===== src/rtl/pwm_audio_output.sv =====
// Sample-paced PWM audio driver: 2-entry sample FIFO, fixed-period PWM, underrun detection.
// Build option: define PWM_UNDERRUN_MUTE_EN to silence the output on underrun instead of holding the last sample.
module pwm_audio_output #(
  parameter int WIDTH  = 9,
  parameter int PERIOD = 512
) (
  input  logic             i_clk,
  input  logic             i_rst_n,
  input  logic [WIDTH-1:0] i_sample,
  input  logic             i_sample_valid,
  output logic             o_sample_ready,
  output logic             o_pwm,
  output logic             o_period_stb,
  output logic             o_underrun,
  output logic [7:0]       o_underrun_count,
  output logic [1:0]       o_level
);

  localparam int CW   = (PERIOD > 1) ? $clog2(PERIOD) : 1;
  localparam int CMPW = (WIDTH > CW) ? WIDTH : CW;
  localparam logic [CW-1:0] CNT_MAX = CW'(PERIOD - 1);

  typedef enum logic {IDLE, RUN} state_t;

  state_t           state, state_next;
  logic [CW-1:0]    r_cnt;
  logic [WIDTH-1:0] r_cmp;
  logic [WIDTH-1:0] mem [2];
  logic             rd_ptr, wr_ptr;
  logic             load, empty, push, pop;

  assign load           = (r_cnt == CNT_MAX);
  assign empty          = (o_level == 2'd0);
  assign o_sample_ready = (o_level != 2'd2);
  assign push           = i_sample_valid && o_sample_ready;
  assign pop            = load && !empty;
  assign o_period_stb   = (r_cnt == '0);

  // NOTE: sequential state uses non-blocking assignments so every register samples pre-edge values.
  always_ff @(posedge i_clk or negedge i_rst_n) begin
    if (!i_rst_n) begin
      r_cnt <= CNT_MAX;
    end else begin
      r_cnt <= load ? '0 : r_cnt + 1'b1;
    end
  end

  // NOTE: FIFO storage is not reset; the level and pointers alone decide what is valid.
  always_ff @(posedge i_clk) begin
    if (push) mem[wr_ptr] <= i_sample;
  end

  always_ff @(posedge i_clk or negedge i_rst_n) begin
    if (!i_rst_n) begin
      rd_ptr  <= 1'b0;
      wr_ptr  <= 1'b0;
      o_level <= 2'd0;
    end else begin
      if (push) wr_ptr <= ~wr_ptr;
      if (pop)  rd_ptr <= ~rd_ptr;
      case ({push, pop})
        2'b10:   o_level <= o_level + 2'd1;
        2'b01:   o_level <= o_level - 2'd1;
        default: o_level <= o_level;
      endcase
    end
  end

  always_ff @(posedge i_clk or negedge i_rst_n) begin
    if (!i_rst_n) state <= IDLE;
    else          state <= state_next;
  end

  // NOTE: default assignment first keeps this block free of inferred latches.
  always_comb begin
    state_next = state;
    if (state == IDLE && pop) state_next = RUN;
  end

  always_ff @(posedge i_clk or negedge i_rst_n) begin
    if (!i_rst_n) begin
      r_cmp            <= '0;
      o_underrun       <= 1'b0;
      o_underrun_count <= 8'd0;
    end else begin
      o_underrun <= 1'b0;
      if (load) begin
        if (!empty) begin
          r_cmp <= mem[rd_ptr];
        end else if (state == IDLE) begin
          r_cmp <= '0;
        end else begin
          // Producer fell behind: flag it for the cycle that starts the new period.
          o_underrun <= 1'b1;
          if (o_underrun_count != 8'hFF) o_underrun_count <= o_underrun_count + 8'd1;
`ifdef PWM_UNDERRUN_MUTE_EN
          r_cmp <= '0;
`else
          r_cmp <= r_cmp;
`endif
        end
      end
    end
  end

  // Comparing at the wider of the two widths lets r_cmp >= PERIOD give a fully-high period.
  always_ff @(posedge i_clk or negedge i_rst_n) begin
    if (!i_rst_n) o_pwm <= 1'b0;
    else          o_pwm <= (CMPW'(r_cnt) < CMPW'(r_cmp));
  end

endmodule


===== config.mk =====
export PLATFORM = sky130hd
export DESIGN_NAME = pwm_audio_output
export DESIGN_NICKNAME = d
export VERILOG_FILES = /design/src/rtl/pwm_audio_output.sv
export SDC_FILE = /design/constraint.sdc
export NUM_CORES = 1
export LEC_CHECK = 0
export CAP_MARGIN = 30
export CORE_UTILIZATION = 33
export DETAILED_ROUTE_END_ITERATION = 10
export PLACE_DENSITY = 0.55
export SLEW_MARGIN = 25
export SYNTH_ARGS = -nofsm -noshare
export SYNTH_HDL_FRONTEND = slang
export SYNTH_SLANG_ARGS = --single-unit

===== constraint.sdc =====
create_clock -name i_clk -period 2.2 [get_ports i_clk]
set_input_delay 0.66 -clock i_clk [delete_from_list [all_inputs] [get_ports i_clk]]
set_output_delay 0.66 -clock i_clk [all_outputs]
set_load 0.05 [all_outputs]

Word level (Yosys, flattened, before mapping)
Memory sizes are Yosys's and may differ from the RTL's.
Cells that the tools add are included.
W data, S select, Z words.
{"block": "op_classes", "addsub": 4, "multipliers": 0, "div_mod_pow": 0, "magnitude_cmp": 1, "eq_ne": 6, "shifts": 0, "mux": 9, "bitwise_logic": 3, "reduce_logical": 9}
{"operator": "$mux W9", "count": 3}
{"operator": "$add A9 B1 Y9 const B", "count": 1}
{"operator": "$eq A9 B9 Y1 const B", "count": 1}
{"operator": "$logic_not A9 Y1", "count": 1}
{"operator": "$lt A9 B9 Y1", "count": 1}
{"operator": "$add A8 B1 Y8 const B", "count": 1}
{"operator": "$ne A8 B8 Y1 const B", "count": 1}
{"operator": "$mux W1", "count": 5}
{"operator": "$ne A2 B2 Y1 const B", "count": 2}
{"operator": "$pmux W2 S2", "count": 1}
{"operator": "$reduce_and A4 Y1", "count": 1}
{"operator": "$logic_and A1 B1 Y1", "count": 3}
{"operator": "$not A1 Y1", "count": 3}
{"operator": "$add A2 B1 Y2 const B", "count": 1}
{"operator": "$eq A2 B1 Y1 const B", "count": 1}
{"operator": "$eq A2 B2 Y1 const B", "count": 1}
{"operator": "$logic_not A2 Y1", "count": 1}
{"operator": "$reduce_and A2 Y1", "count": 1}
{"operator": "$reduce_bool A2 Y1", "count": 1}
{"operator": "$sub A2 B1 Y2 const B", "count": 1}
{"operator": "$logic_not A1 Y1", "count": 1}
{"block": "word_totals", "ff_bits": 33, "latchBits": 0, "ram_bits": 18, "rom_bits": 0, "inputBits": 12, "out_inout_bits": 14, "n_memories": 1}
{"memory": "mem", "words": 2, "word_bits": 9, "rd": 1, "rd_ports_with_merged_regs": 0, "wr": 1, "line": "28", "text": "logic [WIDTH-1:0] mem [2];"}

Longest topological paths before layout
{"block": "depth", "ltp_word": 5, "ltp_mapped": 12, "mapped_depth_nobuf": 10}

Least setup slack after synthesis
Ideal clock, no wire load.
{"block": "synth_path", "path_kind": "flip-flop to flip-flop", "from": "register r_cnt[0]", "to": "register o_level[1]", "setup_time_ps": 146, "t_arrival_ps": 2177, "required_ps": 2054, "path_slack_ps": -123, "stages_incl_launch_ff": 13, "path_buffers": 2, "path_cell_list": "dfstp_2 > ha_1 > nand3_1 > nor2_1 > ha_1 > buf_2 > o21ai_0 > clkbuf_1 > inv_1 > ha_1 > xnor2_1 > nor2_1 > xor2_1"}
{"block": "synth_via", "elab_chain_cells": 4, "elab_cells_between_ends": 6, "classes_between": "eq/ne: 3; mux: 1; reduce/logical: 2"}
{"item": "from (decl)", "line": "26", "text": "logic [CW-1:0] r_cnt;"}
{"item": "from (signal assigned)", "line": "44", "text": "r_cnt <= load ? '0 : r_cnt + 1'b1;"}
{"item": "$eq A9 B9 Y1 *", "line": "32", "text": "assign load = (r_cnt == CNT_MAX);"}
{"item": "$logic_and A1 B1 Y1 *", "line": "36", "text": "assign pop = load && !empty;"}
{"item": "via pop", "line": "30", "text": "logic load, empty, push, pop;"}
{"item": "$eq A2 B1 Y1 / $eq A2 B2 Y1 (equally long branches)", "line": "61", "text": "case ({push, pop})"}
{"item": "$pmux W2 S2 / $reduce_bool A2 Y1 (equally long branches)"}
{"item": "to (signal assigned)", "line": "62", "text": "2'b10: o_level <= o_level + 2'd1;"}
{"item": "to (signal assigned)", "line": "63", "text": "2'b01: o_level <= o_level - 2'd1;"}
{"item": "to (signal assigned)", "line": "64", "text": "default: o_level <= o_level;"}
{"item": "to (decl)", "line": "16", "text": "output logic [1:0] o_level"}
The timed path passes the listed nets; every way through them passes the cells marked *.
A chain may end at the register's enable or synchronous reset.

Final worst setup path
{"block": "layout_path", "from": "register r_cnt[1]", "to": "output o_period_stb"}
{"block": "layout_via", "elab_chain_cells": 1}
{"item": "$logic_not A9 Y1", "line": "37", "text": "assign o_period_stb = (r_cnt == '0);"}
{"item": "to (decl)", "line": "13", "text": "output logic o_period_stb,"}
No other way between the ends.

==> out/summary.txt <==
DR WL/cell = 12.45 um
Worst Hold End = r_cmp[6]
Netlist cell types = 36
crit-path max cell delay = 0.57 ns
min-delay src = r_cmp[6]
largest net degree at the start of global routing = 34
Finish-stage setup viols = 0
fraction of layout instances using a drive strength above 1 = 0.2679
Max Clk Rate = 0.4679 GHz
total gr overflow = 0
RSZ-0062 raised after global routing = false
vias in the first global route = 1451
initial antenna violation count = 0
Post-synth top cells = 24 x dfrtp_1, 18 x edfxtp_1, 14 x nor2_1
hpwl dp = 2697 um
CTS max path bufs = 2
WL final = 3786 um
core area = 6756 um^2
Worst slew margin = 0.6288
worst skew pair latency = 0.31 ns
Fin. Hold Viols = 0
Setup Skew = 0.009908 ns
cells after synthesis = 178
Post-synth EDFFs = 18
post-layout minimum cycle time = 2.137 ns
die height = 85.59 um
Worst R2R End = o_underrun_count[7]
crit-path most repeated cell = buf_6
VDD IR max = 0.3128 mV
via count = 1423
number of hold buffers added after cts = 0
die area = 7326 um^2
Slew Limit Fails = 0
total routing usage reported by global routing = 0.1174
CTS tree = yes
initial drt markers = 55
Critical Path AT = 1.48 ns
synth top area cells = dfrtp_1 26%, edfxtp_1 23%, dfstp_2 10%
reg2reg path depth = 9
Synth async-reset ratio = 0.6471
Syn Std Cell Area = 2306 um^2
flops & latches, synth = 51
first-pass GRT wire length = 6679 um
CP top delay family = flip-flops
post-synth top area share = 0.2604
Setup WS post-layout = 0.06283 ns
static leakage = 1.202 nW
H-tree depth = 2
syn_area_per_cell = 12.95 um^2
PwrDens = 736.4 nW/um^2
Initial Util = 0.3413
# IOs = 26
CP Cell Sequence = buf_6, inv_2, ha_4, and4b_1, buf_6
CTS root buffer = clkbuf_8
CP max stage cell = dfstp_2
Buf/Inv on CP = 3
Critical Path RT = 1.54 ns
Clk pin slew, worst setup/hold paths = 0.09 ns
post-layout util = 0.4307
Synth-to-Final Area Change = 26.21%
Inserted Clock Buffers = 5
slew at the pin closest to its max-slew limit = 0.5568 ns
Pre-antenna DRT Iters = 6
DR DRC count = 0
worst r2r src = r_cnt[4]
R2R setup slack = 0.12 ns
HP Class = reg2reg
Yosys top cell by area = dfrtp_1
# rows = 30
Min Hold Slack = 0.4917 ns
most common cell in the netlist = dfrtp_1
Top FF cell, synth = dfrtp_1
pre-CTS setup slack = 0.1069 ns
via/cell ratio = 4.681
CP Launch Type = register
outcome = finished, final reports clean
crit path max fanout = 2
n_diodes = 0
max_cap viols = 0
Port Buf Inserts = 25
sequential fraction of the synthesis area = 0.5974
Syn Nets = 203
clock sinks = 51
GP Congestion = 0.7299
Setup CP Type = reg2out
hold depth = 1
Detail Route Antenna Nets = 0
part of the cycle the worst path needs = 0.9714
crit end category = output pin
Chip Width = 85.59 um
Yosys warnings = 0
Final #Nets = 248
stage by stage:
stage	instance area, um^2	power (mW)	setup TNS, ns	instances
after floorplan	2312	1.396	-0.03970	178
after global placement	2721	1.564	0	293
after detailed placement	2721	1.574	0	293
after CTS	2825	2.175	0	300
after global routing	2910	2.244	0	304
final	2910	2.143	0	304
how the worst max path moves through the flow:
stage | from | endpoint | slack, ns | depth (start not counted)
3_3_place_gp | r_cnt[4] | o_underrun_count[7] | 0.13 | 9
6_report | r_cnt[1] | o_period_stb | 0.06 | 5
2_1_floorplan | r_cnt[0] | o_level[1] | -0.04 | 12
3_5_place_dp | r_cnt[4] | o_underrun_count[5] | 0.11 | 9
5_1_grt | r_cnt[1] | o_period_stb | 0.01 | 5
4_1_cts | r_cnt[0] | o_underrun_count[5] | 0.007 | 9
sequential cells by signal (all words and copies together) (netlist names):
name / flops
mem: 18
r_cmp: 9
r_cnt: 9
o_underrun_count: 8
o_level: 2
o_pwm: 1
o_underrun: 1
rd_ptr: 1
state: 1
wr_ptr: 1
timing repair:
item,4_1_cts,5_1_grt
pin swaps,1,2
setup buffers,0,4
endpoints found under the setup margin,1,5
resized for setup,2,12
layout by cell type (no fill, tap or decap), drive strengths merged, types with 4 or more instances in the layout:
cell | Yosys | routed
xor2 | 6 | 6
dfrtp | 24 | 24
edfxtp | 18 | 18
xnor2 | 8 | 8
nand2 | 11 | 11
clkdlybuf4s50 | 0 | 13
buf | 2 | 29
clkbuf | 2 | 7
nand3 | 7 | 7
nor2 | 15 | 15
o2bb2ai | 9 | 9
dfstp | 9 | 9
ha | 13 | 13
mux2i | 9 | 9
nand2b | 5 | 5
a21oi | 5 | 5
inv | 12 | 13
mux2 | 4 | 4
power by group:
| part | switching (mW) | internal, mW | total (mW) |
|---|---|---|---|
| Clock | 0.305 | 0.295 | 0.600 |
| Combinational | 0.221 | 0.156 | 0.377 |
| Sequential | 0.0636 | 1.10 | 1.17 |
metal layers:
metal / global-route usage / wire length [um] / up-vias
li1: - / - / 711
met1: 0.1574 / 1797 / 684
met2: 0.1833 / 1826 / 24
met3: 0.02984 / 131 / 4
met4: 0.04545 / 30 / 0
met5: 0 / 0 / -
final cells by class:
class / instances / area [um^2]
fillers: 656 / 3846
flip-flops and latches: 51 / 1378
multi-input cells: 111 / 912.1
repair buffers: 42 / 371.6
well taps: 80 / 100.1
clock buffers: 7 / 97.59
inverters: 12 / 45.04
clock inverters: 1 / 6.256
kinds of logic after synthesis:
| group | Yosys count | synth area share |
|---|---|---|
| and+or+nand+nor | 51 | 0.1259 |
| buffers and inverters | 16 | 0.03038 |
| muxes | 13 | 0.06186 |
| adders and majority gates | 13 | 0.07054 |
| DFF | 51 | 0.5974 |
| xor gates and xnor gates | 14 | 0.05318 |
| AOI/OAI and AO/OA | 20 | 0.06077 |
Note: power is estimated with default switching activity, not from simulation.
